[src/rtl/bus_arbiter.sv]
// N-master, single-slave bus arbiter with fixed-priority or round-robin grant.
// Routes one transaction at a time to the shared bus and aborts hung ones.
module bus_arbiter #(
    parameter int NUM_MASTERS = 3,
    parameter int ADDR_W      = 32,
    parameter int DATA_W      = 32,
    parameter int ARB_MODE    = 0,
    parameter int TIMEOUT     = 255
) (
    input  logic                            clk,
    input  logic                            rst,
    input  logic [NUM_MASTERS-1:0]          m_rd_req,
    input  logic [NUM_MASTERS-1:0]          m_wr_req,
    input  logic [NUM_MASTERS*ADDR_W-1:0]   m_addr,
    input  logic [NUM_MASTERS*DATA_W-1:0]   m_wdata,
    input  logic [NUM_MASTERS*DATA_W/8-1:0] m_wrmask,
    output logic [NUM_MASTERS-1:0]          m_rd_valid,
    output logic [NUM_MASTERS-1:0]          m_wr_valid,
    output logic [NUM_MASTERS-1:0]          m_err,
    output logic [DATA_W-1:0]               m_rdata,
    input  logic                            i_bus_rd_valid,
    input  logic                            i_bus_wr_valid,
    input  logic [DATA_W-1:0]               i_bus_data,
    output logic                            o_bus_rd,
    output logic                            o_bus_wr,
    output logic [ADDR_W-1:0]               o_bus_addr,
    output logic [DATA_W/8-1:0]             o_bus_wrmask,
    output logic [DATA_W-1:0]               o_bus_data
);

    localparam int GW    = (NUM_MASTERS > 1) ? $clog2(NUM_MASTERS) : 1;
    localparam int MW    = DATA_W / 8;
    localparam int CNT_W = (TIMEOUT > 1) ? $clog2(TIMEOUT) : 1;

    localparam logic [CNT_W-1:0] CNT_LAST = CNT_W'(TIMEOUT - 1);

    localparam logic [1:0] IDLE = 2'd0;
    localparam logic [1:0] BUSY = 2'd1;
    localparam logic [1:0] RESP = 2'd2;

    logic [1:0]             state_q, state_d;
    logic [GW-1:0]          grant_q, grant_d;
    logic [GW-1:0]          ptr_q, ptr_d;
    logic [CNT_W-1:0]       cnt_q, cnt_d;
    logic                   bus_rd_q, bus_rd_d;
    logic                   bus_wr_q, bus_wr_d;
    logic [ADDR_W-1:0]      bus_addr_q, bus_addr_d;
    logic [MW-1:0]          bus_mask_q, bus_mask_d;
    logic [DATA_W-1:0]      bus_data_q, bus_data_d;
    logic [DATA_W-1:0]      rdata_q, rdata_d;
    logic [NUM_MASTERS-1:0] rd_valid_q, rd_valid_d;
    logic [NUM_MASTERS-1:0] wr_valid_q, wr_valid_d;
    logic [NUM_MASTERS-1:0] err_q, err_d;

    logic [NUM_MASTERS-1:0] req;
    logic                   any_req;
    logic [GW-1:0]          fp_idx;
    logic [GW-1:0]          rr_idx;
    logic                   rr_found;
    logic [GW-1:0]          sel;
    logic [ADDR_W-1:0]      sel_addr;
    logic [DATA_W-1:0]      sel_data;
    logic [MW-1:0]          sel_mask;
    logic                   sel_wr;

    // Pick the candidate grant and mux out its payload
    always_comb begin
        int j;
        logic [GW-1:0] jj;
        j        = 0;
        jj       = '0;
        req      = m_rd_req | m_wr_req;
        any_req  = |req;
        fp_idx   = '0;
        rr_idx   = '0;
        rr_found = 1'b0;
        for (int i = NUM_MASTERS - 1; i >= 0; i--) begin
            if (req[GW'(i)]) begin
                fp_idx = GW'(i);
            end
        end
        for (int k = 1; k <= NUM_MASTERS; k++) begin
            j = int'(ptr_q) + k;
            if (j >= NUM_MASTERS) begin
                j = j - NUM_MASTERS;
            end
            jj = GW'(j);
            if (!rr_found && req[jj]) begin
                rr_found = 1'b1;
                rr_idx   = jj;
            end
        end
        sel      = (ARB_MODE == 1) ? rr_idx : fp_idx;
        sel_addr = '0;
        sel_data = '0;
        sel_mask = '0;
        sel_wr   = 1'b0;
        for (int i = 0; i < NUM_MASTERS; i++) begin
            if (sel == GW'(i)) begin
                sel_addr = m_addr[i*ADDR_W +: ADDR_W];
                sel_data = m_wdata[i*DATA_W +: DATA_W];
                sel_mask = m_wrmask[i*MW +: MW];
                sel_wr   = m_wr_req[i];
            end
        end
    end

    // Next-state logic for the IDLE/BUSY/RESP transaction sequencer
    always_comb begin
        state_d    = state_q;
        grant_d    = grant_q;
        ptr_d      = ptr_q;
        cnt_d      = cnt_q;
        bus_rd_d   = bus_rd_q;
        bus_wr_d   = bus_wr_q;
        bus_addr_d = bus_addr_q;
        bus_mask_d = bus_mask_q;
        bus_data_d = bus_data_q;
        rdata_d    = rdata_q;
        rd_valid_d = '0;
        wr_valid_d = '0;
        err_d      = '0;
        case (state_q)
            IDLE: begin
                if (any_req) begin
                    grant_d    = sel;
                    if (ARB_MODE == 1) begin
                        ptr_d = sel;
                    end
                    bus_addr_d = sel_addr;
                    bus_data_d = sel_data;
                    bus_mask_d = sel_mask;
                    bus_wr_d   = sel_wr;
                    bus_rd_d   = !sel_wr;
                    state_d    = BUSY;
                end
            end
            BUSY: begin
                if (bus_rd_q && i_bus_rd_valid) begin
                    bus_rd_d            = 1'b0;
                    rdata_d             = i_bus_data;
                    rd_valid_d[grant_q] = 1'b1;
                    state_d             = RESP;
                end else if (bus_wr_q && i_bus_wr_valid) begin
                    bus_wr_d            = 1'b0;
                    wr_valid_d[grant_q] = 1'b1;
                    state_d             = RESP;
                end else if (TIMEOUT != 0 && cnt_q == CNT_LAST) begin
                    bus_rd_d       = 1'b0;
                    bus_wr_d       = 1'b0;
                    rdata_d        = '0;
                    err_d[grant_q] = 1'b1;
                    state_d        = RESP;
                end else begin
                    cnt_d = cnt_q + CNT_W'(1);
                end
            end
            RESP: begin
                cnt_d   = '0;
                state_d = IDLE;
            end
            default: begin
                state_d = IDLE;
            end
        endcase
    end

    // State and output registers with synchronous reset
    always_ff @(posedge clk) begin
        if (rst) begin
            state_q    <= IDLE;
            grant_q    <= '0;
            ptr_q      <= GW'(NUM_MASTERS - 1);
            cnt_q      <= '0;
            bus_rd_q   <= 1'b0;
            bus_wr_q   <= 1'b0;
            bus_addr_q <= '0;
            bus_mask_q <= '0;
            bus_data_q <= '0;
            rdata_q    <= '0;
            rd_valid_q <= '0;
            wr_valid_q <= '0;
            err_q      <= '0;
        end else begin
            state_q    <= state_d;
            grant_q    <= grant_d;
            ptr_q      <= ptr_d;
            cnt_q      <= cnt_d;
            bus_rd_q   <= bus_rd_d;
            bus_wr_q   <= bus_wr_d;
            bus_addr_q <= bus_addr_d;
            bus_mask_q <= bus_mask_d;
            bus_data_q <= bus_data_d;
            rdata_q    <= rdata_d;
            rd_valid_q <= rd_valid_d;
            wr_valid_q <= wr_valid_d;
            err_q      <= err_d;
        end
    end

    assign o_bus_rd     = bus_rd_q;
    assign o_bus_wr     = bus_wr_q;
    assign o_bus_addr   = bus_addr_q;
    assign o_bus_wrmask = bus_mask_q;
    assign o_bus_data   = bus_data_q;
    assign m_rdata      = rdata_q;
    assign m_rd_valid   = rd_valid_q;
    assign m_wr_valid   = wr_valid_q;
    assign m_err        = err_q;

endmodule

[config.mk]
export PLATFORM = sky130hd
export DESIGN_NAME = bus_arbiter
export DESIGN_NICKNAME = d
export VERILOG_FILES = /design/src/rtl/bus_arbiter.sv
export SDC_FILE = /design/constraint.sdc
export NUM_CORES = 1
export LEC_CHECK = 0
export CORE_AREA = 2 2 140 142
export DETAILED_ROUTE_END_ITERATION = 10
export DIE_AREA = 0 0 142 144
export SETUP_SLACK_MARGIN = 0.2
export SLEW_MARGIN = 5
export SYNTH_ARGS = -nofsm -noshare
export SYNTH_HDL_FRONTEND = slang
export SYNTH_SLANG_ARGS = --single-unit
[constraint.sdc]
create_clock -name clk -period 3.7 [get_ports clk]
set_clock_uncertainty 0.2 [all_clocks]
set_input_delay 0.37 -clock clk [delete_from_list [all_inputs] [get_ports clk]]
set_output_delay 0.37 -clock clk [all_outputs]
set_load 0.005 [all_outputs]
==> load_flow_metrics.sql <==
INSERT INTO impl_metrics (metric_group, metric, value, unit) VALUES
('grt', 'grt_usage', '0.151', ''),
('clock_tree', 'cell_chosen_for_the_clock_root', 'clkbuf_16', ''),
('die', 'initial_utilization', '0.261', ''),
('timing', 'timing.final.crit_period', '2.26', 'ns'),
('critical_path', 'worst_r2r_startpoint', 'cnt_q[0]$_SDFFE_PP0P_', ''),
('layout', 'fillers', '1851', ''),
('power_and_ir_drop', 'power_density', '481', 'nW/um2'),
('grt', 'global_route_wire_length_before_repair', '24000', 'um'),
('clock_tree', 'cts_buffer_depth', '2', ''),
('critical_path', 'regToRegSetupSlack', '1.44', 'ns'),
('timing', 'tns', '0', 'ns'),
('drt', 'via_per_inst', '4.55', ''),
('critical_path', 'crit_path_max_fanout', '14', ''),
('logic_synthesis', 'synthesis.area', '4980', 'um2'),
('critical_path', 'cpPeakStageDelay', '0.47', 'ns'),
('clock_tree', 'cts_buffers', '17', ''),
('die', 'floorplan.io_pins', '357', ''),
('grt', 'grt-ovfl-total', '0', ''),
('logic_synthesis', 'commonest_cells_post_synth', 'dfxtp_1, nor2_1, a211oi_1', ''),
('critical_path', 'critical_path_depth', '6', ''),
('logic_synthesis', 'synth_cells', '517', ''),
('drt', 'detailroute.via_count', '4737', ''),
('power_and_ir_drop', 'power.static_leakage', '3.56', 'nW'),
('logic_synthesis', 'postSynthRegisterBits', '122', ''),
('clock_tree', 'cts_resized', '0', ''),
('critical_path', 'critical_path.endpoint', 'cnt_q[6]$_SDFFE_PP0P_', ''),
('layout', 'finalNetCount', '1038', ''),
('timing', 'tightest_pin_transition', '0.756', 'ns'),
('clock_tree', 'clock_sinks', '122', ''),
('drt', 'wl_per_cell', '14.8', 'um'),
('critical_path', 'path_buf_inv', '1', ''),
('grt', 'grt_start_max_net_pins', '81', ''),
('layout', 'layout-drive-gt1-share', '0.0598', ''),
('placement', 'gp_routability_congestion', '0.740', ''),
('critical_path', 'timing.rr.end', 'cnt_q[6]$_SDFFE_PP0P_', ''),
('clock_tree', 'holdBufCountCts', '0', ''),
('grt', 'antenna_found_initial', '0', ''),
('critical_path', 'worst_ep_arrival_time', '2.35', 'ns'),
('clock_tree', 'cts_tree', 'done', ''),
('logic_synthesis', 'yosysMostFrequentCell', 'dfxtp_1', ''),
('grt', 'first_global_vias', '4511', ''),
('die', 'floorplan.rows', '51', ''),
('logic_synthesis', 'synth_flop_cell', 'dfxtp_1', ''),
('logic_synthesis', 'yosysSeqAreaShare', '0.490', ''),
('critical_path', 'worstSetupStartpoint', 'cnt_q[0]$_SDFFE_PP0P_', ''),
('timing', 'final_max_slew_viol_count', '0', ''),
('drt', 'drt-pass1-iter-count', '4', ''),
('die', 'floorplan.die_area', '20400', 'um2'),
('status', 'status', 'finished clean', ''),
('critical_path', 'critical_setup_path_kind', 'reg -> reg', ''),
('critical_path', 'crit_family', 'compound AO/OA/AOI/OAI gates', ''),
('critical_path', 'path_cells', 'inv_1 > ha_1 > and3_1 > a211o_1 > o21a_1 > a221o_1', ''),
('timing', 'rsz0062_at_grt', 'false', ''),
('clock_tree', 'clk_pin_slew', '0.06', 'ns'),
('die', 'floorplan_die_width', '142', 'um'),
('critical_path', 'slowest_stage', 'a211o_1', ''),
('critical_path', 'critical_path.startpoint_type', 'flop', ''),
('placement', 'detailed_place_hpwl', '11300', 'um'),
('drt', 'count_of_unresolved_drc_violations_after_routing', '0', ''),
('drt', 'detail_route.iter0.violations', '152', ''),
('timing', 'timing_hold_violations_final', '0', ''),
('power_and_ir_drop', 'maximum_vdd_drop', '0.289', 'mV'),
('clock_tree', 'postCtsSetupRepairBufs', '0', ''),
('drt', 'routed_wirelength', '15400', 'um'),
('critical_path', 'r2r_cells', '6', ''),
('logic_synthesis', 'number_of_enable_type_register_cells_in_the_synthesized_netlist', '0', ''),
('layout', 'final_antenna_diode_count', '0', ''),
('placement', 'io_buffer_count', '288', ''),
('die', 'core-area', '19100', 'um2'),
('timing', 'final.hold.worst_slack', '0.230', 'ns'),
('job', 'max-cap-violations', '0', '');
-- layout make-up --
class | count | area (um2) | share of cell area
clock buffers | 19 | 453 | 0.0521
clock inverters | 13 | 188 | 0.0216
inverters | 6 | 22.5 | 0.00259
multi-input cells | 347 | 2340 | 0.269
flip-flops and latches | 122 | 2440 | 0.281
well taps | 238 | 298 | 0.0342
repair buffers | 296 | 2950 | 0.340
-- worst reg2reg max path: stages, from the launching register on --
cell	delay, ns
dfxtp_1	0.38
inv_1	0.06
ha_1	0.18
and3_1	0.22
a211o_1	0.47
o21a_1	0.28
a221o_1	0.35
-- placed cells by master, fill, tap and decap left out, types with 3 or more instances in the layout --
cell type,instances
nor2_1,105
nor4_1,3
and2_1,3
nand2_1,6
and3_1,4
buf_4,8
conb_1,3
clkdlybuf4s50_1,287
inv_6,3
clkbuf_16,17
mux2i_1,68
nand3_1,5
a21o_1,3
clkinvlp_4,3
inv_1,6
or3_1,4
bufinv_16,4
o21ai_0,4
a211oi_1,70
a22oi_1,32
dfxtp_1,122
nor3_1,5
-- power by group --
part	switching (W)	leakage, nW	internal [W]	total (W)
clock	0.000632	0.306	0.00117	0.00180
sequential	0.0000709	1.00	0.00145	0.00152
combinational	0.000353	2.25	0.000512	0.000864
-- per-layer routing --
| metal | vias up | global-route usage | part of all wire |
|---|---|---|---|
| li1 | 2448 | - | - |
| met1 | 2085 | 0.174 | 0.41 |
| met2 | 195 | 0.250 | 0.48 |
| met3 | 9 | 0.0725 | 0.10 |
| met4 | 0 | 0.0416 | 0.0090 |
| met5 | - | 0 | 0 |
-- registers in the layout (all words and copies together), names as in the netlist --
register,cells
m_rd_valid,3
o_bus_wr,1
grant_q,1
o_bus_data,32
o_bus_wrmask,4
m_wr_valid,3
state_q,2
m_rdata,32
m_err,3
cnt_q,8
o_bus_addr,32
o_bus_rd,1
-- how the worst min path moves through the flow --
stage	end	slack (ns)	depth (start not counted)	from
finish	grant_q[0]$_SDFFE_PP0P_	0.23	2	rst
detailed placement	m_rdata[18]$_SDFFE_PP0P_	0.28	2	m_rdata[18]$_SDFFE_PP0P_
floorplan	cnt_q[7]$_SDFFE_PP0P_	0.25	1	cnt_q[7]$_SDFFE_PP0P_
CTS	m_rdata[23]$_SDFFE_PP0P_	0.22	2	rst
global route	m_rdata[8]$_SDFFE_PP0P_	0.25	2	rst
global placement	m_rdata[24]$_SDFFE_PP0P_	0.28	2	m_rdata[24]$_SDFFE_PP0P_
-- kinds of logic after synthesis --
kind of cell,after synthesis,share of synthesized area
AND/OR/NAND/NOR,146,0.127
AO/OA/AOI/OAI,127,0.194
flip-flops,122,0.490
multiplexers,69,0.139
buffers and inverters,50,0.0442
adder cells (fa/ha/maj),2,0.00502
other,1,0.000753
-- per-stage QoR --
stage | power, W | setup WS, ns | cell area, um2 | utilization
after CTS | 0.00424 | 1.45 | 8700 | 0.456
after detailed placement | 0.00242 | 1.05 | 8060 | 0.422
final | 0.00418 | 1.44 | 8700 | 0.456
after global routing | 0.00440 | 1.31 | 8700 | 0.456
after global placement | 0.00242 | 1.07 | 8060 | 0.422
after floorplan | 0.00190 | 1.70 | 4990 | -
Power figures use the tool's default switching activity.
